### src/rtl/rs_fu_scheduler_if.sv
// rs_fu_scheduler_if: issue, functional-unit and CDB signals of the reservation-station scheduler
// slave  - scheduler side: takes issue/cdb_in/fu results, drives issue_ready, fu dispatch and cdb_out
// master - environment side: decode, functional unit and CDB arbiter
interface rs_fu_scheduler_if #(parameter int DATA_W = 16, parameter int TAG_W = 3);
    logic              issue_valid, issue_ready;
    logic [15:0]       issue_inst;
    logic [TAG_W-1:0]  issue_tag, issue_qj, issue_qk;
    logic [DATA_W-1:0] issue_vj, issue_vk;
    logic              cdb_valid_in;
    logic [TAG_W-1:0]  cdb_tag_in;
    logic [DATA_W-1:0] cdb_data_in;
    logic              fu_start, fu_avail, fu_done;
    logic [15:0]       fu_inst;
    logic [TAG_W-1:0]  fu_code, fu_code_out;
    logic [DATA_W-1:0] fu_reg1, fu_reg2, fu_dout;
    logic              cdb_req, cdb_grant;
    logic [TAG_W-1:0]  cdb_tag_out;
    logic [DATA_W-1:0] cdb_data_out;
    modport slave (
        input  issue_valid, issue_inst, issue_tag, issue_qj, issue_qk, issue_vj, issue_vk,
        input  cdb_valid_in, cdb_tag_in, cdb_data_in, fu_avail, fu_done, fu_code_out, fu_dout, cdb_grant,
        output issue_ready, fu_start, fu_inst, fu_code, fu_reg1, fu_reg2, cdb_req, cdb_tag_out, cdb_data_out
    );
    modport master (
        output issue_valid, issue_inst, issue_tag, issue_qj, issue_qk, issue_vj, issue_vk,
        output cdb_valid_in, cdb_tag_in, cdb_data_in, fu_avail, fu_done, fu_code_out, fu_dout, cdb_grant,
        input  issue_ready, fu_start, fu_inst, fu_code, fu_reg1, fu_reg2, cdb_req, cdb_tag_out, cdb_data_out
    );
endinterface

### src/rtl/rs_fu_scheduler.sv
// rs_fu_scheduler: Tomasulo reservation station feeding one functional unit and the CDB
// clock, reset_n (async, active low); bus: rs_fu_scheduler_if.slave; occupancy: non-free entry count
// Optional AGE_PRIORITY_EN: dispatch the oldest READY entry instead of the lowest-index one
module rs_fu_scheduler #(
    parameter int DEPTH  = 4,
    parameter int DATA_W = 16,
    parameter int TAG_W  = 3
) (
    input  logic                         clock,
    input  logic                         reset_n,
    rs_fu_scheduler_if.slave             bus,
    output logic [$clog2(DEPTH+1)-1:0]   occupancy
);
    localparam int IW = $clog2(DEPTH);
    localparam int OW = $clog2(DEPTH+1);
    typedef enum logic [1:0] {E_FREE, E_WAIT, E_READY, E_EXEC} ent_t;
    typedef enum logic [1:0] {S_IDLE, S_EXEC, S_BCAST} st_t;
    ent_t              ent [DEPTH];
    logic [15:0]       inst [DEPTH];
    logic [TAG_W-1:0]  tag [DEPTH], qj [DEPTH], qk [DEPTH];
    logic [DATA_W-1:0] vj [DEPTH], vk [DEPTH];
    st_t               state;
    logic [IW-1:0]     cur, sel, slot;
    logic              found, has_free, take, go, in_j, in_k;
    logic [DEPTH-1:0]  hit_j, hit_k;
    always_comb begin
        has_free  = 1'b0;
        slot      = '0;
        occupancy = '0;
        for (int i = DEPTH-1; i >= 0; i--) begin
            if (ent[i] == E_FREE) begin
                has_free = 1'b1;
                slot     = IW'(i);
            end
            occupancy = occupancy + OW'(ent[i] != E_FREE);
            hit_j[i]  = bus.cdb_valid_in && qj[i] != '0 && qj[i] == bus.cdb_tag_in;
            hit_k[i]  = bus.cdb_valid_in && qk[i] != '0 && qk[i] == bus.cdb_tag_in;
        end
    end
    // an issue waiting on the tag broadcast in the same cycle captures it directly
    assign in_j = bus.cdb_valid_in && bus.issue_qj != '0 && bus.issue_qj == bus.cdb_tag_in;
    assign in_k = bus.cdb_valid_in && bus.issue_qk != '0 && bus.issue_qk == bus.cdb_tag_in;
    assign take = bus.issue_valid && has_free;
    assign bus.issue_ready = has_free;
`ifdef AGE_PRIORITY_EN
    logic [DEPTH-1:0] age [DEPTH];
    // strict > keeps ties on the lowest index
    always_comb begin
        found = 1'b0;
        sel   = '0;
        for (int i = 0; i < DEPTH; i++)
            if (ent[i] == E_READY && (!found || age[i] > age[sel])) begin
                found = 1'b1;
                sel   = IW'(i);
            end
    end
    always_ff @(posedge clock or negedge reset_n) begin
        if (!reset_n)
            for (int i = 0; i < DEPTH; i++) age[i] <= '0;
        else
            for (int i = 0; i < DEPTH; i++)
                age[i] <= (take && slot == IW'(i)) ? '0 :
                          (ent[i] != E_FREE && !(&age[i])) ? age[i] + 1'b1 : age[i];
    end
`else
    always_comb begin
        found = 1'b0;
        sel   = '0;
        for (int i = DEPTH-1; i >= 0; i--)
            if (ent[i] == E_READY) begin
                found = 1'b1;
                sel   = IW'(i);
            end
    end
`endif
    // dispatch is presented combinationally so a READY entry starts in the very next cycle
    assign go           = state == S_IDLE && found && bus.fu_avail;
    assign bus.fu_start = go;
    assign bus.fu_inst  = go ? inst[sel] : '0;
    assign bus.fu_code  = go ? tag[sel]  : '0;
    assign bus.fu_reg1  = go ? vj[sel]   : '0;
    assign bus.fu_reg2  = go ? vk[sel]   : '0;
    always_ff @(posedge clock or negedge reset_n) begin
        if (!reset_n) begin
            for (int i = 0; i < DEPTH; i++) begin
                ent[i]  <= E_FREE;
                inst[i] <= '0;
                tag[i]  <= '0;
                qj[i]   <= '0;
                qk[i]   <= '0;
                vj[i]   <= '0;
                vk[i]   <= '0;
            end
            state            <= S_IDLE;
            cur              <= '0;
            bus.cdb_req      <= 1'b0;
            bus.cdb_tag_out  <= '0;
            bus.cdb_data_out <= '0;
        end else begin
            for (int i = 0; i < DEPTH; i++)
                if (ent[i] == E_WAIT) begin
                    if (hit_j[i]) begin
                        vj[i] <= bus.cdb_data_in;
                        qj[i] <= '0;
                    end
                    if (hit_k[i]) begin
                        vk[i] <= bus.cdb_data_in;
                        qk[i] <= '0;
                    end
                    if ((qj[i] == '0 || hit_j[i]) && (qk[i] == '0 || hit_k[i])) ent[i] <= E_READY;
                end
            if (take) begin
                ent[slot]  <= ((bus.issue_qj == '0 || in_j) && (bus.issue_qk == '0 || in_k)) ? E_READY : E_WAIT;
                inst[slot] <= bus.issue_inst;
                tag[slot]  <= bus.issue_tag;
                vj[slot]   <= in_j ? bus.cdb_data_in : bus.issue_vj;
                vk[slot]   <= in_k ? bus.cdb_data_in : bus.issue_vk;
                qj[slot]   <= in_j ? '0 : bus.issue_qj;
                qk[slot]   <= in_k ? '0 : bus.issue_qk;
            end
            case (state)
                S_IDLE:
                    if (go) begin
                        ent[sel] <= E_EXEC;
                        cur      <= sel;
                        state    <= S_EXEC;
                    end
                S_EXEC:
                    if (bus.fu_done && bus.fu_code_out == tag[cur]) begin
                        bus.cdb_data_out <= bus.fu_dout;
                        bus.cdb_tag_out  <= bus.fu_code_out;
                        bus.cdb_req      <= 1'b1;
                        state            <= S_BCAST;
                    end
                S_BCAST:
                    if (bus.cdb_grant) begin
                        bus.cdb_req <= 1'b0;
                        ent[cur]    <= E_FREE;
                        state       <= S_IDLE;
                    end
                default: state <= S_IDLE;
            endcase
        end
    end
endmodule

### src/flat_wrapper.sv
// flat-port wrapper written by rule: the top's interface ports become plain ports
module rs_fu_scheduler_flat 
#(
    parameter int DEPTH  = 4,
    parameter int DATA_W = 16,
    parameter int TAG_W  = 3
)
  (clock, reset_n, occupancy, bus_issue_valid, bus_issue_inst, bus_issue_tag, bus_issue_qj, bus_issue_qk, bus_issue_vj, bus_issue_vk, bus_cdb_valid_in, bus_cdb_tag_in, bus_cdb_data_in, bus_fu_avail, bus_fu_done, bus_fu_code_out, bus_fu_dout, bus_cdb_grant, bus_issue_ready, bus_fu_start, bus_fu_inst, bus_fu_code, bus_fu_reg1, bus_fu_reg2, bus_cdb_req, bus_cdb_tag_out, bus_cdb_data_out);
  rs_fu_scheduler_if #(.DATA_W(DATA_W), .TAG_W(TAG_W)) bus_i ();
  input  logic clock;
  input  logic reset_n;
  output logic [$clog2(DEPTH+1)-1:0] occupancy;
  input wire logic [$bits(bus_i.issue_valid)-1:0] bus_issue_valid;
  input wire logic [$bits(bus_i.issue_inst)-1:0] bus_issue_inst;
  input wire logic [$bits(bus_i.issue_tag)-1:0] bus_issue_tag;
  input wire logic [$bits(bus_i.issue_qj)-1:0] bus_issue_qj;
  input wire logic [$bits(bus_i.issue_qk)-1:0] bus_issue_qk;
  input wire logic [$bits(bus_i.issue_vj)-1:0] bus_issue_vj;
  input wire logic [$bits(bus_i.issue_vk)-1:0] bus_issue_vk;
  input wire logic [$bits(bus_i.cdb_valid_in)-1:0] bus_cdb_valid_in;
  input wire logic [$bits(bus_i.cdb_tag_in)-1:0] bus_cdb_tag_in;
  input wire logic [$bits(bus_i.cdb_data_in)-1:0] bus_cdb_data_in;
  input wire logic [$bits(bus_i.fu_avail)-1:0] bus_fu_avail;
  input wire logic [$bits(bus_i.fu_done)-1:0] bus_fu_done;
  input wire logic [$bits(bus_i.fu_code_out)-1:0] bus_fu_code_out;
  input wire logic [$bits(bus_i.fu_dout)-1:0] bus_fu_dout;
  input wire logic [$bits(bus_i.cdb_grant)-1:0] bus_cdb_grant;
  output wire logic [$bits(bus_i.issue_ready)-1:0] bus_issue_ready;
  output wire logic [$bits(bus_i.fu_start)-1:0] bus_fu_start;
  output wire logic [$bits(bus_i.fu_inst)-1:0] bus_fu_inst;
  output wire logic [$bits(bus_i.fu_code)-1:0] bus_fu_code;
  output wire logic [$bits(bus_i.fu_reg1)-1:0] bus_fu_reg1;
  output wire logic [$bits(bus_i.fu_reg2)-1:0] bus_fu_reg2;
  output wire logic [$bits(bus_i.cdb_req)-1:0] bus_cdb_req;
  output wire logic [$bits(bus_i.cdb_tag_out)-1:0] bus_cdb_tag_out;
  output wire logic [$bits(bus_i.cdb_data_out)-1:0] bus_cdb_data_out;
  assign bus_i.issue_valid = bus_issue_valid;
  assign bus_i.issue_inst = bus_issue_inst;
  assign bus_i.issue_tag = bus_issue_tag;
  assign bus_i.issue_qj = bus_issue_qj;
  assign bus_i.issue_qk = bus_issue_qk;
  assign bus_i.issue_vj = bus_issue_vj;
  assign bus_i.issue_vk = bus_issue_vk;
  assign bus_i.cdb_valid_in = bus_cdb_valid_in;
  assign bus_i.cdb_tag_in = bus_cdb_tag_in;
  assign bus_i.cdb_data_in = bus_cdb_data_in;
  assign bus_i.fu_avail = bus_fu_avail;
  assign bus_i.fu_done = bus_fu_done;
  assign bus_i.fu_code_out = bus_fu_code_out;
  assign bus_i.fu_dout = bus_fu_dout;
  assign bus_i.cdb_grant = bus_cdb_grant;
  assign bus_issue_ready = bus_i.issue_ready;
  assign bus_fu_start = bus_i.fu_start;
  assign bus_fu_inst = bus_i.fu_inst;
  assign bus_fu_code = bus_i.fu_code;
  assign bus_fu_reg1 = bus_i.fu_reg1;
  assign bus_fu_reg2 = bus_i.fu_reg2;
  assign bus_cdb_req = bus_i.cdb_req;
  assign bus_cdb_tag_out = bus_i.cdb_tag_out;
  assign bus_cdb_data_out = bus_i.cdb_data_out;
  rs_fu_scheduler #(.DEPTH(DEPTH), .DATA_W(DATA_W), .TAG_W(TAG_W)) u_core (.clock(clock), .reset_n(reset_n), .bus(bus_i), .occupancy(occupancy));
endmodule
### config.mk
export PLATFORM = sky130hd
export DESIGN_NAME = rs_fu_scheduler_flat
export DESIGN_NICKNAME = d
export VERILOG_FILES = /design/src/rtl/rs_fu_scheduler_if.sv /design/src/rtl/rs_fu_scheduler.sv /design/src/flat_wrapper.sv
export SDC_FILE = /design/constraint.sdc
export NUM_CORES = 1
export LEC_CHECK = 0
export ABC_AREA = 1
export CAP_MARGIN = 20
export CORE_MARGIN = 2
export CORE_UTILIZATION = 60
export CTS_CLUSTER_SIZE = 8
export DETAILED_ROUTE_END_ITERATION = 8
export PLACE_DENSITY_LB_ADDON = 0.3
export SLEW_MARGIN = 5
export SYNTH_ARGS = -nofsm -noshare
export SYNTH_HDL_FRONTEND = slang
export SYNTH_SLANG_ARGS = --single-unit
### constraint.sdc
create_clock -name clock -period 4.25 [get_ports clock]
set_clock_uncertainty 0.15 [all_clocks]
set_input_delay 0.6375 -clock clock [delete_from_list [all_inputs] [get_ports clock]]
set_output_delay 0.6375 -clock clock [all_outputs]
set_load 0.05 [all_outputs]
==> results of run 1 <==
==> routing by layer <==
layer,global-route usage,up-vias,routed length [µm]
met5,0,-,0
met4,0.145,0,1520
met2,0.590,1012,21000
met1,0.496,6592,16400
li1,-,6412,-
met3,0.0700,144,5100
==> path summary, 6_finish.rpt <==
path	startpoint	to	slack, ns	depth (start not counted)
max	u_core.ent[4]	bus_fu_reg1[1]	0.42	11
min	reset_n	u_core.vj[9]	-0.004	1
max reg2reg	u_core.ent[0]	u_core.ent[7]	1.06	11
min reg2reg	u_core.bus.cdb_data_out[15]	u_core.bus.cdb_data_out[15]	0.32	2
max in group asynchronous	reset_n	u_core.vj[35]	2.87	2
min in group clock	u_core.bus.cdb_data_out[15]	u_core.bus.cdb_data_out[15]	0.32	2
==> layout by cell type, fill, tap and decap left out, types with 4 or more instances in the layout <==
master	count
buf_12	53
inv_1	159
or2_2	15
buf_4	34
inv_2	14
dfrtp_1	260
a41oi_1	34
o21ai_0	236
nand2_1	374
clkbuf_16	39
ha_1	4
nor2_1	166
nor3_1	8
xor2_1	4
o21ai_1	55
o22ai_1	66
a21oi_1	94
nand4_1	22
clkdlybuf4s50_1	125
nand3_1	182
==> state kept, by name, summed over array words and instances (netlist names) <==
signal                   flops
u_core.qj                   12
u_core.inst                 64
u_core.bus.cdb_tag_out       3
u_core.vj                   64
u_core.bus.cdb_req           1
u_core.bus.cdb_data_out     16
u_core.cur                   2
u_core.state                 2
u_core.qk                   12
u_core.tag                  12
u_core.vk                   64
u_core.ent                   8
==> synth_stat cells (2+ instances only) <==
master,n,share of area
buf_1,12,0.0033
nor2_1,168,0.046
dfrtp_1,260,0.47
o22ai_1,66,0.030
a21oi_1,94,0.034
xnor2_1,2,0.0013
nor3_1,9,0.0033
a22oi_1,3,0.0016
inv_1,159,0.043
ha_1,4,0.0036
clkinv_1,2,0.00054
nor3_4,2,0.0023
nand4_1,22,0.0099
nand2_2,2,0.00090
buf_4,6,0.0033
nand2_1,374,0.10
buf_2,48,0.017
or2_2,15,0.0068
nand3_1,182,0.066
o21ai_0,236,0.085
clkbuf_1,64,0.017
xor2_1,4,0.0025
a41oi_1,34,0.022
inv_2,14,0.0038
o21ai_1,55,0.020
==> stage by stage <==
step	hold WS [ns]	power, mW	utilization	std cells
2_1_floorplan	0.192	8.87	-	1846
3_3_place_gp	0.304	11.0	0.717	2213
3_5_place_dp	0.307	11.3	0.717	2213
4_1_cts	0.0597	14.1	0.762	2254
5_1_grt	0.0560	15.0	0.762	2254
6_report	-0.00353	14.2	0.762	2254
==> power by group through the flow <==
stage / clock (mW) / combinational (mW) / sequential [mW]
2_1_floorplan: 0 / 4.48 / 4.40
3_3_place_gp: 0 / 6.82 / 4.23
3_5_place_dp: 0 / 7.02 / 4.28
4_1_cts: 2.70 / 7.09 / 4.27
5_1_grt: 2.82 / 7.79 / 4.42
6_report: 2.70 / 7.19 / 4.31
==> layout make-up <==
class | instances | area [µm²]
flip-flops and latches | 260 | 6510
multi-input cells | 1280 | 6130
fillers | 1577 | 5400
repair buffers | 213 | 2580
clock buffers | 39 | 976
inverters | 175 | 657
well taps | 285 | 357
clock inverters | 2 | 38.8
==> critical path, delay by kind of cell (launching register included) <==
kind,cells,cell delay [ns]
compound gates,1,0.38
flops,1,0.40
simple gates,6,1.04
buf+inv,4,0.68
==> cells by family after synthesis <==
| group | after synthesis | synth area share |
|---|---|---|
| flops | 260 | 0.470 |
| xor+xnor | 6 | 0.00380 |
| compound gates | 490 | 0.193 |
| fa+ha+maj | 5 | 0.00506 |
| simple gates | 779 | 0.239 |
| buf+inv | 306 | 0.0890 |
==> metrics.txt, run 1 <==
most frequent CP cell=nand2_1; ant diodes=0; Final WS setup=0.416 ns; Max Slew Vio Count=0; synth unique cells=34; Critical Path Sink Type=primary output; buffer count from post-CTS setup fixing=0; Req. time, crit path=3.46 ns; # rows=55; critical path launch point type=flop; CTS tree=yes; WL per Instance=19.5 µm; post-route ant nets=0; EDFF count, synth=0; VDD IR max=525 µV; Overflow after GRT=0; HPWL Detailed=27.6 mm; Arr. time, crit path=3.05 ns; IO buf count=177; Yosys reg bits=260; P_leak=7.88 nW; post-CTS resize count=0; Clock Path Buffers=3; first drt pass iteration count=6; Final Instance Area=17200 µm²; Tmin final=3.83 ns; asr flop ratio synth=1.00; via/cell ratio=6.28; Die H=156 µm; via count of the first global-routing pass=13689; Syn Std Cell Area=13800 µm²; # clock sinks=260; first-pass GRT wire length=71.0 mm; clock-pin slew on the worst setup and hold paths=0.05 ns; Num CTS Buffers=38; syn nets=1953; Relative slew margins=0.313; CP max stage cell=nand2_1; CTS root buf=clkbuf_16; max-cap viol count=0; clk_lat worst skew=0.51 ns; switching share of power=0.452; post-synthesis area per instance=7.50 µm²; Worst Hold Class=primary input to async pin; PD cells=823 nW/µm²; die area=24300 µm²; starting density of the core=0.612; initial antenna violation count=0; NetSw=6.42 mW; post-synthesis sequential area ratio=0.470; final net count=2075; Synthesis Warnings=0; combinational power share=0.506; final hold vios=2; Most used DFF post-synth=dfrtp_1; failing checks=negative hold slack; DRC=0; Post-DP Area=16200 µm²; I/O pins=178; pin count of the biggest net entering global routing=97; Fmax=0.261 GHz; layout cells sized above 1=0.0858; Pint=7.78 mW; die width=156 µm; outcome=finished, violations left; crit-path cells=inv_2, nand2_1, nand2_1, nor2_2, inv_2, buf_4, nand2_1, o21ai_0, nor2_1, nor2_1, buf_12; Tcrit/Tclk final=0.902; via count=14160; Synth Instances=1846; final WL=44.1 mm; slowest stage delay, CP=0.54 ns; final hold slack=-0.00353 ns; DR iter-0 viols=1902; worst slew pin tran=1.03 ns; RSZ-0062 raised after global routing=false; Seq pwr share=0.304; final setup TNS=0 ns; CORE AREA=22600 µm²; worst slack, placed=0.754 ns; GRT Overall Usage=0.367; worst-path fanout max=36; cts hold-fix bufs=0; H-tree levels=2; P&R area growth vs syn=24.5%; CP Class=flop to primary output; gpl congestion=0.956; Final setup viols=0; clock network fraction of total power=0.190
No activity file was read; power rests on OpenSTA's default activity.
==> inputs of run 2 (changes only) <==
--- a/config.mk
+++ b/config.mk
@@ -8,7 +8,7 @@
 export ABC_AREA = 1
 export CAP_MARGIN = 20
 export CORE_MARGIN = 2
-export CORE_UTILIZATION = 60
+export CORE_UTILIZATION = 56
 export CTS_CLUSTER_SIZE = 8
 export DETAILED_ROUTE_END_ITERATION = 8
 export PLACE_DENSITY_LB_ADDON = 0.3
==> constraint.sdc (replaced) <==
create_clock -name clock -period 4.2 [get_ports clock]
set_clock_uncertainty 0.15 [all_clocks]
set_input_delay 0.63 -clock clock [delete_from_list [all_inputs] [get_ports clock]]
set_output_delay 0.63 -clock clock [all_outputs]
set_load 0.05 [all_outputs]
==> metrics.txt, run 2 (synthesis results as in run 1) <==
PD cells=828 nW/µm²; starting density of the core=0.569; clk_lat worst skew=0.53 ns; max-cap viol count=0; Clock Path Buffers=3; CP top delay family=simple AND/OR/NAND/NOR gates; I/O pins=178; slowest stage delay, CP=0.55 ns; Final Total Pwr=14.3 mW; NetSw=6.52 mW; DRC=0; via count=13973; via/cell ratio=6.10; final hold vios=0; clock-pin slew on the worst setup and hold paths=0.05 ns; worst-path fanout max=36; post-route ant nets=0; Arr. time, crit path=3.11 ns; worst slew pin tran=1.04 ns; CTS tree=yes; combinational power share=0.508; Post-DP Area=16300 µm²; GRT Overall Usage=0.338; crit-path cells=inv_2, nand2_1, nand2_1, nor2_2, inv_2, buf_4, nand2_1, o21ai_0, nor2_1, nor2_1, buf_12; final net count=2072; Tmin final=3.89 ns; most frequent cells in the layout=nand2_1 (374), dfrtp_1 (260), o21ai_0 (236); DR iter-0 viols=1640; CP Class=flop to primary output; HPWL Detailed=27.9 mm; clock network fraction of total power=0.188; Fmax=0.257 GHz; Final setup viols=0; P_leak=7.88 nW; CORE AREA=24300 µm²; Relative slew margins=0.307; final WL=44.0 mm; WL per Instance=19.2 µm; CTS root buf=clkbuf_16; most common cell after layout, fill and taps aside=nand2_1; pin count of the biggest net entering global routing=100; first drt pass iteration count=6; Die H=161 µm; gpl congestion=0.925; ant diodes=0; Pint=7.81 mW; initial antenna violation count=0; critical path launch point type=flop; outcome=complete, no violations; # clock sinks=260; RSZ-0062 raised after global routing=false; # rows=57; Worst path depth=11; Final Instance Area=17300 µm²; via count of the first global-routing pass=13721; final hold slack=0.319 ns; post-CTS resize count=0; Tcrit/Tclk final=0.926; CP max stage cell=nand2_1; Critical Path Sink Type=primary output; Num CTS Buffers=38; Overflow after GRT=0; layout cells sized above 1=0.0843; die width=161 µm; H-tree levels=2; Buf/Inv on CP=4; Regs by FF count=u_core.inst: 64 flops, u_core.vj: 64 flops, u_core.vk: 64 flops; first-pass GRT wire length=70.2 mm; WHS Path Cells=2; die area=26000 µm²; Req. time, crit path=3.42 ns; final setup TNS=0 ns; R2R Setup Slk=1.38 ns; Max Slew Vio Count=0; Worst Hold Class=flop to flop; switching share of power=0.455; IO buf count=177; Seq pwr share=0.304; VDD IR max=643 µV; R2R depth=9; most frequent CP cell=nand2_1; P&R area growth vs syn=24.9%
==> run 2: cell types whose count changed in the layout (fill, tap and decap cells not counted) <==
cell | previous run | this run
inv_16 | 0 | 1
bufinv_16 | 1 | 0
dlygate4sd3_1 | 0 | 1
clkbuf_16 | 39 | 38
clkbuf_1 | 0 | 1
clkinv_2 | 0 | 1
buf_4 | 34 | 28
buf_12 | 53 | 55
clkinv_16 | 0 | 1
==> run 2: timing repair <==
action | in CTS | in global routing
endpoints found under the hold margin | 39 | 0
hold buffers | 1 | 0
setup buffers | 0 | 0
==> run 2: layout make-up <==
type	instances	area [µm²]
clock buffers	39	955
flip-flops and latches	260	6510
inverters	175	657
multi-input cells	1280	6130
fillers	1900	7020
clock inverters	4	63.8
well taps	324	405
repair buffers	210	2590
==> run 2: per-stage QoR <==
step / util / setup slack, ns / std cells
after floorplan: - / 1.24 / 1846
after global placement: 0.669 / 0.883 / 2248
after detailed placement: 0.669 / 0.878 / 2248
after CTS: 0.711 / 0.381 / 2292
after global routing: 0.711 / 0.0851 / 2292
final: 0.711 / 0.313 / 2292
==> run 2: power by group through the flow <==
stage	clock [mW]	sequential (mW)	combinational, mW
final	2.69	4.35	7.28
after global routing	2.81	4.45	7.92
after CTS	2.70	4.31	7.20
after detailed placement	0	4.32	7.13
after global placement	0	4.27	6.95
after floorplan	0	4.45	4.53
==> run 2: worst paths after layout <==
| kind | startpoint | end |
|---|---|---|
| max in group asynchronous | reset_n | u_core.state[0] |
| setup / recovery | u_core.ent[4] | bus_fu_reg1[3] |
| hold reg to reg | u_core.bus.cdb_data_out[3] | u_core.bus.cdb_data_out[3] |
| hold / removal | u_core.bus.cdb_data_out[3] | u_core.bus.cdb_data_out[3] |
| min in group asynchronous | reset_n | u_core.vj[42] |
| setup reg to reg | u_core.ent[1] | u_core.vj[57] |
==> run 2: tightest hold or removal path: stages (launching register included) <==
cell	delay, ns
dfrtp_1	0.34
nand2_1	0.05
nand2_1	0.05
==> run 2: layer usage <==
metal	track usage	wire, µm	up-vias
met5	0	0	-
met4	0.136	1360	0
met3	0.0801	4810	113
met2	0.549	20800	900
met1	0.441	17100	6577
li1	-	-	6383
==> inputs of run 3 (changes only) <==
--- a/config.mk
+++ b/config.mk
@@ -7,8 +7,10 @@
 export LEC_CHECK = 0
 export ABC_AREA = 1
 export CAP_MARGIN = 20
+export CELL_PAD_IN_SITES_DETAIL_PLACEMENT = 0
+export CELL_PAD_IN_SITES_GLOBAL_PLACEMENT = 1
 export CORE_MARGIN = 2
-export CORE_UTILIZATION = 56
+export CORE_UTILIZATION = 41
 export CTS_CLUSTER_SIZE = 8
 export DETAILED_ROUTE_END_ITERATION = 8
 export PLACE_DENSITY_LB_ADDON = 0.3
==> metrics.txt, run 3 (synthesis results as in run 1) <==
outcome=complete, no violations; CP top delay family=adder cells; P_leak=7.93 nW; R2R Setup Slk=1.32 ns; H-tree levels=2; Buf/Inv on CP=3; final core occ=0.526; Max Slew Vio Count=0; PD cells=824 nW/µm²; DR iter-0 viols=1298; final WL=46.9 mm; HPWL Detailed=30.2 mm; first drt pass iteration count=6; Clock Path Buffers=3; Overflow after GRT=0; I/O pins=178; CTS root buf=clkbuf_16; worst slew pin tran=1.02 ns; CTS tree=yes; via count of the first global-routing pass=13174; die area=35300 µm²; Req. time, crit path=3.42 ns; VDD IR max=488 µV; Final setup viols=0; final net count=2081; Arr. time, crit path=3.04 ns; CP max stage cell=clkdlybuf4s50_1; Worst R2R End=u_core.vk[54]; RSZ-0062 raised after global routing=false; via count=13342; Critical Path Sink Type=primary output; slowest stage delay, CP=0.79 ns; reg2reg start=u_core.ent[0]; P&R area growth vs syn=26.8%; # rows=67; die width=188 µm; layout cells sized above 1=0.0900; post-CTS resize count=0; Relative slew margins=0.323; CP Class=flop to primary output; CORE AREA=33400 µm²; ant diodes=0; via/cell ratio=5.50; clk_lat worst skew=0.52 ns; WL per Instance=19.4 µm; gpl congestion=0.876; R2R depth=9; worst-path fanout max=3; first-pass GRT wire length=74.7 mm; Tcrit/Tclk final=0.910; post-route ant nets=0; final hold vios=0; Regs by FF count=u_core.inst: 64 flops, u_core.vj: 64 flops, u_core.vk: 64 flops; Final Total Pwr=14.5 mW; Num CTS Buffers=38; GRT Overall Usage=0.266; Fmax=0.262 GHz; most frequent cells in the layout=nand2_1 (374), dfrtp_1 (260), o21ai_0 (236); IO buf count=177; most common cell after layout, fill and taps aside=nand2_1; Tmin final=3.82 ns; buffer count from post-CTS setup fixing=0; max-cap viol count=0; critical path launch point type=flop; cts hold-fix bufs=0; final setup TNS=0 ns; Worst Hold Class=primary input to async pin; DRC=0; crit-path cells=inv_1, nand2_1, ha_1, inv_1, fa_1, ha_1, clkdlybuf4s50_1; initial antenna violation count=0; clock-pin slew on the worst setup and hold paths=0.05 ns; Die H=188 µm; # clock sinks=260; pin count of the biggest net entering global routing=112; starting density of the core=0.415
## run 3: worst max-delay path by stage
stage                            from             end  cells past startpoint
detailed placement  bus_cdb_tag_in[0]   u_core.vk[21]                     10
global route            u_core.ent[4]  bus_fu_reg1[8]                     12
floorplan               u_core.ent[2]  bus_fu_code[1]                      9
global placement    bus_cdb_tag_in[1]   u_core.vk[53]                      9
CTS                     u_core.ent[3]    occupancy[1]                      7
finish                  u_core.ent[3]    occupancy[1]                      7
## run 3: final cells by class
cell class,instances,area (µm²)
Inverter,175,657
Sequential cell,260,6510
Multi-Input combinational cell,1280,6130
Tap cell,448,561
Timing Repair Buffer,219,2670
Clock buffer,41,1000
Fill cell,3253,15800
Clock inverter,2,32.5
## run 3: routing by layer
layer,vias up,global-route usage,wire [µm]
met5,-,0,0
met4,0,0.0700,878
met3,58,0.0445,3340
met2,489,0.429,21700
met1,6375,0.373,21000
li1,6420,-,-
## run 3: stage by stage
step / worst slack [ns] / area (µm²) / cells / hold slack (ns)
2_1_floorplan: 1.24 / 13800 / 1846 / 0.184
3_3_place_gp: 0.923 / 16500 / 2382 / 0.303
3_5_place_dp: 0.866 / 16500 / 2382 / 0.307
4_1_cts: 0.376 / 17600 / 2425 / 0.0968
5_1_grt: 0.259 / 17600 / 2425 / 0.111
6_report: 0.378 / 17600 / 2425 / 0.0409
## run 3: power breakdown
group / leakage, nW / switching, mW / internal (mW)
combinational: 4.22 / 4.81 / 2.58
sequential: 3.21 / 0.625 / 3.69
clock: 0.509 / 1.09 / 1.67
==> edit 1, RTL diff (settings of run 3) <==
`DEPTH` is set to 4 in 2 places; all go to 2.
--- a/src/rtl/rs_fu_scheduler.sv
+++ b/src/rtl/rs_fu_scheduler.sv
@@ -4,3 +4,3 @@
 module rs_fu_scheduler #(
-    parameter int DEPTH  = 4,
+    parameter int DEPTH  = 2,
     parameter int DATA_W = 16,
--- a/src/flat_wrapper.sv
+++ b/src/flat_wrapper.sv
@@ -3,3 +3,3 @@
 #(
-    parameter int DEPTH  = 4,
+    parameter int DEPTH  = 2,
     parameter int DATA_W = 16,
Ports: changed (resized occupancy); port bits go from 178 to 177. The function was not compared with the original's and may differ.
==> edit 1 against run 3 <==
Synthesized cell count down 46%. Power fell by 55%. Area after synthesis is 45% lower. Sequential cell count is 119 lower. Critical path depth is the same. Setup slack better by 0.19 ns. Clock power fell by 47%. Count of clock-buffer cells in the layout is 24 lower. Design area down 40%. Routed wire length is 54% lower. Combinational power is 60% lower. Sequential power down 50%. Critical endpoint is now bus_fu_reg2[6]. Highest routed layer unchanged.
==> edit 1: results (changes against run 3) <==
Worst setup path
  • Top Family by Delay on Critical Path: buffers and inverters
  • Arrival time at the worst endpoint: 2.85 ns (-0.19 ns)
  • Slowest stage cell, crit path: sky130_fd_sc_hd__nand3_1
  • Highest cell delay on the worst timing path: 0.55 ns (-0.24 ns)
  • Source of the critical timing path: bus_fu_avail
  • Worst-path fanout max: 17 (+14)

Route
  • Initial DRC Count: 393 (-70%)
  • Length of the first detailed-routing pass in iterations: 5 (-1)
  • Number of vias per cell after detailed routing: 5.08 (-7.6%)
  • Wire length per cell after detailed routing: 15.4 µm (-20%)

Clock tree
  • Clk Latency, worst-skew pair: 0.43 ns (-0.09 ns)
  • Number of levels the H-tree was split into: 4 (+2)
  • # resized after CTS: 0 (unchanged)
  • TritonCTS buffer count: 17 (-55%)
  • Clock input transition at the sequential cells of the worst setup and hold paths: about 0.06 ns
  • Deepest clock path buffer count: 2 (-1)

Synth
  • Proportion of synthesized area in mux cells: 0% (unchanged)
  • Adder-cell share of the synthesized area: 0.328% (-0.18 points)
  • Proportion of register bits with asynchronous set or reset after synthesis: 100% (unchanged)
  • Synth top area cells: sky130_fd_sc_hd__dfrtp_1, sky130_fd_sc_hd__nand2_1, sky130_fd_sc_hd__o21ai_0, sky130_fd_sc_hd__inv_1, sky130_fd_sc_hd__a21oi_1
  • Sequential area share after synthesis: 46.3% (-0.73 points)
  • Post-synthesis xor/xnor area fraction: 0.574% (+0.19 points)
  • Total number of yosys warnings: 0 (unchanged)
  • Post-synth net total: 1106 (-43%)
  • Cell types with the highest counts after synthesis: sky130_fd_sc_hd__nand2_1, sky130_fd_sc_hd__dfrtp_1, sky130_fd_sc_hd__inv_1
  • Area fraction in compound gates after synthesis: 24.4% (+5.1 points)
  • Distinct cells, synth: 30 (-12%)

Timing
  • Remaining max-slew budget at the tightest pin: 39.3% (+7.1 points)

Place
  • Global placer's final weighted congestion: 0.796 (-9.1%)
  • Port buffer count: 176 (-0.56%)
  • HPWL Detailed: 15100 µm (-50%)

Global route
  • GRT Resource Usage Total: 22.4% (-4.3 points)
  • Pin count of the biggest net entering global routing: 89 (-21%)
  • Via count of the first global-routing pass: 6819 (-48%)
  • Antenna violations before repair: 1 (+1)
  • First-pass GRT wire length: 35000 µm (-53%)
  • Global-route congestion overflow total: 0 (unchanged)

Status
  • Result of the run: finished clean

Final layout
  • Number of filler cells placed in the layout: 1660 (-49%)
  • Ratio of cells with drive above 1 in the final layout: 13.4% (+4.4 points)
  • Final Net Count: 1251 (-40%)
  • Registers with the highest flip-flop counts: u_core.inst x32, u_core.vj x32, u_core.vk x32

Power and ir drop
  • Worst ir drop on vdd: 0.000349 V (-29%)
  • Leakage dissipation: 4.89 nW (-38%)
==> edit 1: area by class of cell <==
class	count	share of cell area (%)
diodes	1	0.0236
clock buffers	17	4.01
clock inverters	15	1.43
inverters	146	5.19
multi-input cells	648	30.6
flip-flops and latches	141	33.3
well taps	229	2.70
repair buffers	193	22.7
==> edit 1: cells by family (layout without fill, tap and decap cells) <==
family	Yosys count	after routing
flip-flops	141	141
AO/OA/AOI/OAI	325	325
adder cells (fa/ha/maj)	2	2
buffers and inverters	213	371
other	0	1
AND/OR/NAND/NOR	316	316
XOR/XNOR	5	5
==> edit 1: per-layer routing <==
| metal | GRT usage (%) | vias up | share of wire, % |
|---|---|---|---|
| met3 | 3.86 | 25 | 4.2 |
| met2 | 37.4 | 189 | 49 |
| met4 | 7.55 | 0 | 1.9 |
| li1 | - | 3587 | - |
| met5 | 0 | - | 0 |
| met1 | 29.6 | 3267 | 45 |
==> edit 1: path summary, 6_finish.rpt <==
check | end | slack (ns) | depth (start not counted)
worst min register to register | u_core.bus.cdb_data_out[11] | 0.33 | 2
worst max register to register | u_core.vk[20] | 1.80 | 11
max in group asynchronous | u_core.ent[2] | 2.82 | 2
worst max-delay path | bus_fu_reg2[6] | 0.57 | 7
min in group clock | u_core.bus.cdb_data_out[11] | 0.33 | 2
worst min-delay path | u_core.vk[18] | 0.11 | 1
==> edit 1: power by group <==
| group | internal (mW) | total (mW) | switching [mW] |
|---|---|---|---|
| Clock | 0.833 | 1.47 | 0.638 |
| Sequential | 1.87 | 2.14 | 0.262 |
| Combinational | 1.12 | 2.93 | 1.82 |
| Total | 3.83 | 6.54 | 2.72 |
==> edit 1: through the flow <==
stage / setup WS, ns / instance area [µm²] / instances
5_1_grt: 0.384 / 10600 / 1390
3_5_place_dp: 0.571 / 10000 / 1357
2_1_floorplan: 0.985 / 7630 / 1002
3_3_place_gp: 0.583 / 10000 / 1357
6_report: 0.571 / 10600 / 1390
4_1_cts: 0.533 / 10600 / 1389
==> edit 2, RTL diff (flow settings as in run 3) <==
Without the edit above. The 3 values of `st_t` get a one-hot encoding in 3 bits.
--- a/src/rtl/rs_fu_scheduler.sv
+++ b/src/rtl/rs_fu_scheduler.sv
@@ -16,3 +16,3 @@
     typedef enum logic [1:0] {E_FREE, E_WAIT, E_READY, E_EXEC} ent_t;
-    typedef enum logic [1:0] {S_IDLE, S_EXEC, S_BCAST} st_t;
+    typedef enum logic [2:0] {S_IDLE = 3'b001, S_EXEC = 3'b010, S_BCAST = 3'b100} st_t;
     ent_t              ent [DEPTH];
Check against the original RTL: no difference found for any inputs over 4 cycles, from zero or initial values and one cycle with reset_n low; so few cycles prove little.
==> edit 2 against run 3 <==
The run now ends with negative hold slack left. Design area is 0.72% lower. Area after synthesis rose by 3.3%. Die area up 3.2%. Synthesized cell count grew 5.6%. Routed wire length increased by 0.79%. Sequential power up 0.9%. Power decreased by 5.9%. Sequential cell count up 1. Setup slack worse by 0.19 ns. Critical endpoint is now bus_fu_inst[1]. Highest routed layer unchanged.
==> edit 2: results (changes against run 3) <==
Place
  • Post-Place Cell Area: 16400 µm² (-0.84%)
  • Global placer's final weighted congestion: 0.855 (-2.4%)
  • HPWL Detailed: 29400 µm (-2.7%)
  • Port buffer count: 177 (unchanged)

Route
  • Number of vias after detailed routing: 13.9k (+3.9%)
  • Routed wire length on met2: 21300 µm (-1.9%)
  • Met3 routed wirelength: 3500 µm (+4.6%)
  • Routed metal-1 wirelength: 21600 µm (+2.8%)
  • Initial DRC Count: 1177 (-9.3%)
  • Wire length per cell after detailed routing: 18.6 µm (-4.0%)
  • Length of the first detailed-routing pass in iterations: 5 (-1)

Global route
  • Antenna violations before repair: 1 (+1)
  • GRT Resource Usage Total: 26.2% (-0.40 points)
  • Pin count of the biggest net entering global routing: 109 (-2.7%)
  • Via count of the first global-routing pass: 13.4k (+1.4%)
  • First-pass GRT wire length: 75100 µm (+0.47%)

Clock tree
  • # resized after CTS: 0 (unchanged)
  • TritonCTS buffer count: 38 (unchanged)
  • Clk Latency, worst-skew pair: 0.54 ns (+0.02 ns)
  • Clock input transition at the sequential cells of the worst setup and hold paths: 0.05 ns (about the same)

Synth
  • Proportion of synthesized area in mux cells: 0% (unchanged)
  • Synth top area cells: sky130_fd_sc_hd__dfrtp_1, sky130_fd_sc_hd__nand2_1, sky130_fd_sc_hd__o21ai_0, sky130_fd_sc_hd__inv_1, sky130_fd_sc_hd__nand3_1
  • Distinct cells, synth: 41 (+21%)
  • Sequential area share after synthesis: 45.7% (-1.3 points)
  • Cell types with the highest counts after synthesis: sky130_fd_sc_hd__nand2_1, sky130_fd_sc_hd__dfrtp_1, sky130_fd_sc_hd__o21ai_0
  • Proportion of register bits with asynchronous set or reset after synthesis: 100% (unchanged)
  • Post-synth net total: 2057 (+5.3%)
  • Post-synthesis xor/xnor area fraction: 0.245% (-0.13 points)
  • Adder-cell share of the synthesized area: 0.490% (-0.016 points)
  • Area fraction in compound gates after synthesis: 15.4% (-4.0 points)

Power and ir drop
  • Comb power frac: 47.5% (-3.6 points)
  • Power drawn by the clock network: between 2 and 3 mW
  • Switching power: 6.13 mW (-6.0%)
  • Worst ir drop on vdd: 0.000862 V (+76%)
  • Leakage dissipation: 8.62 nW (+8.7%)
  • Areal power density over the cells: 781 nW/µm² (-5.2%)

Worst setup path
  • Highest cell delay on the worst timing path: 0.79 ns (about the same)
  • Top Family by Delay on Critical Path: buffers and inverters
  • Arrival time at the worst endpoint: 3.23 ns (+0.19 ns)
  • Worst reg-to-reg setup slack: 1.21 ns (-0.11 ns)
  • Worst-path fanout max: 15 (+12)
  • Worst reg2reg startpoint: u_core.ent[0]
  • Critical R2R Capture: u_core.vj[30]

Status
  • Result of the run: complete, but fails checks
  • Violated checks: negative hold slack

Timing
  • Final hold violations: 13 (+13)
  • Remaining max-slew budget at the tightest pin: 28.6% (-3.7 points)
  • Hold Slack: -0.0619 ns (-0.103 ns)

Final layout
  • Registers with the highest flip-flop counts: u_core.inst x64, u_core.vj x64, u_core.vk x64
  • Antenna Cells: 0 (unchanged)
  • Final Net Count: 2190 (+5.2%)
  • Ratio of cells with drive above 1 in the final layout: 8.46% (-0.54 points)
## edit 2: changes by cell type in the layout (fill, tap and decap cells not counted), sizes merged, moves of 23 or more
cell | before | now
a21oi | 94 | 60
a41oi | 34 | 0
buf | 94 | 71
inv | 174 | 232
nand2 | 376 | 560
nand3 | 183 | 121
nand4 | 23 | 73
o21ai | 292 | 263
## edit 2: metal layers
layer | GRT usage (%) | up-vias
li1 | - | 6610
met1 | 38.7 | 6638
met2 | 40.6 | 554
met3 | 3.39 | 63
met4 | 6.83 | 0
met5 | 0 | -
## edit 2: kinds of logic after synthesis
| family | after synthesis |
|---|---|
| buffers and inverters | 352 |
| adder cells (fa/ha/maj) | 5 |
| AO/OA/AOI/OAI | 411 |
| XOR/XNOR | 4 |
| flip-flops | 261 |
| AND/OR/NAND/NOR | 917 |
## edit 2: metrics by stage
stage | setup WS (ns) | cells
floorplan | 1.24 | 1950
global placement | 0.638 | 2498
detailed placement | 0.591 | 2498
CTS | 0.0239 | 2546
global route | 0.0749 | 2546
finish | 0.187 | 2546
## edit 2: worst max path at each step
stage / slack, ns / start / to
floorplan: 1.24 / u_core.state[0] / bus_fu_code[1]
global placement: 0.64 / u_core.ent[6] / bus_fu_inst[2]
detailed placement: 0.59 / u_core.ent[6] / bus_fu_reg2[6]
CTS: 0.02 / u_core.ent[6] / bus_fu_reg2[6]
global route: 0.07 / u_core.ent[6] / bus_fu_inst[2]
finish: 0.19 / u_core.ent[6] / bus_fu_inst[1]
## edit 2: layout make-up
| type | count | area, µm² |
|---|---|---|
| fill | 3384 | 17000 |
| sequential | 261 | 6530 |
| multi-input combinational | 1337 | 6360 |
| timing repair buffer | 214 | 2050 |
| clock buffer | 45 | 987 |
| inverter | 231 | 877 |
| tap | 455 | 569 |
| clock inverter | 3 | 58.8 |
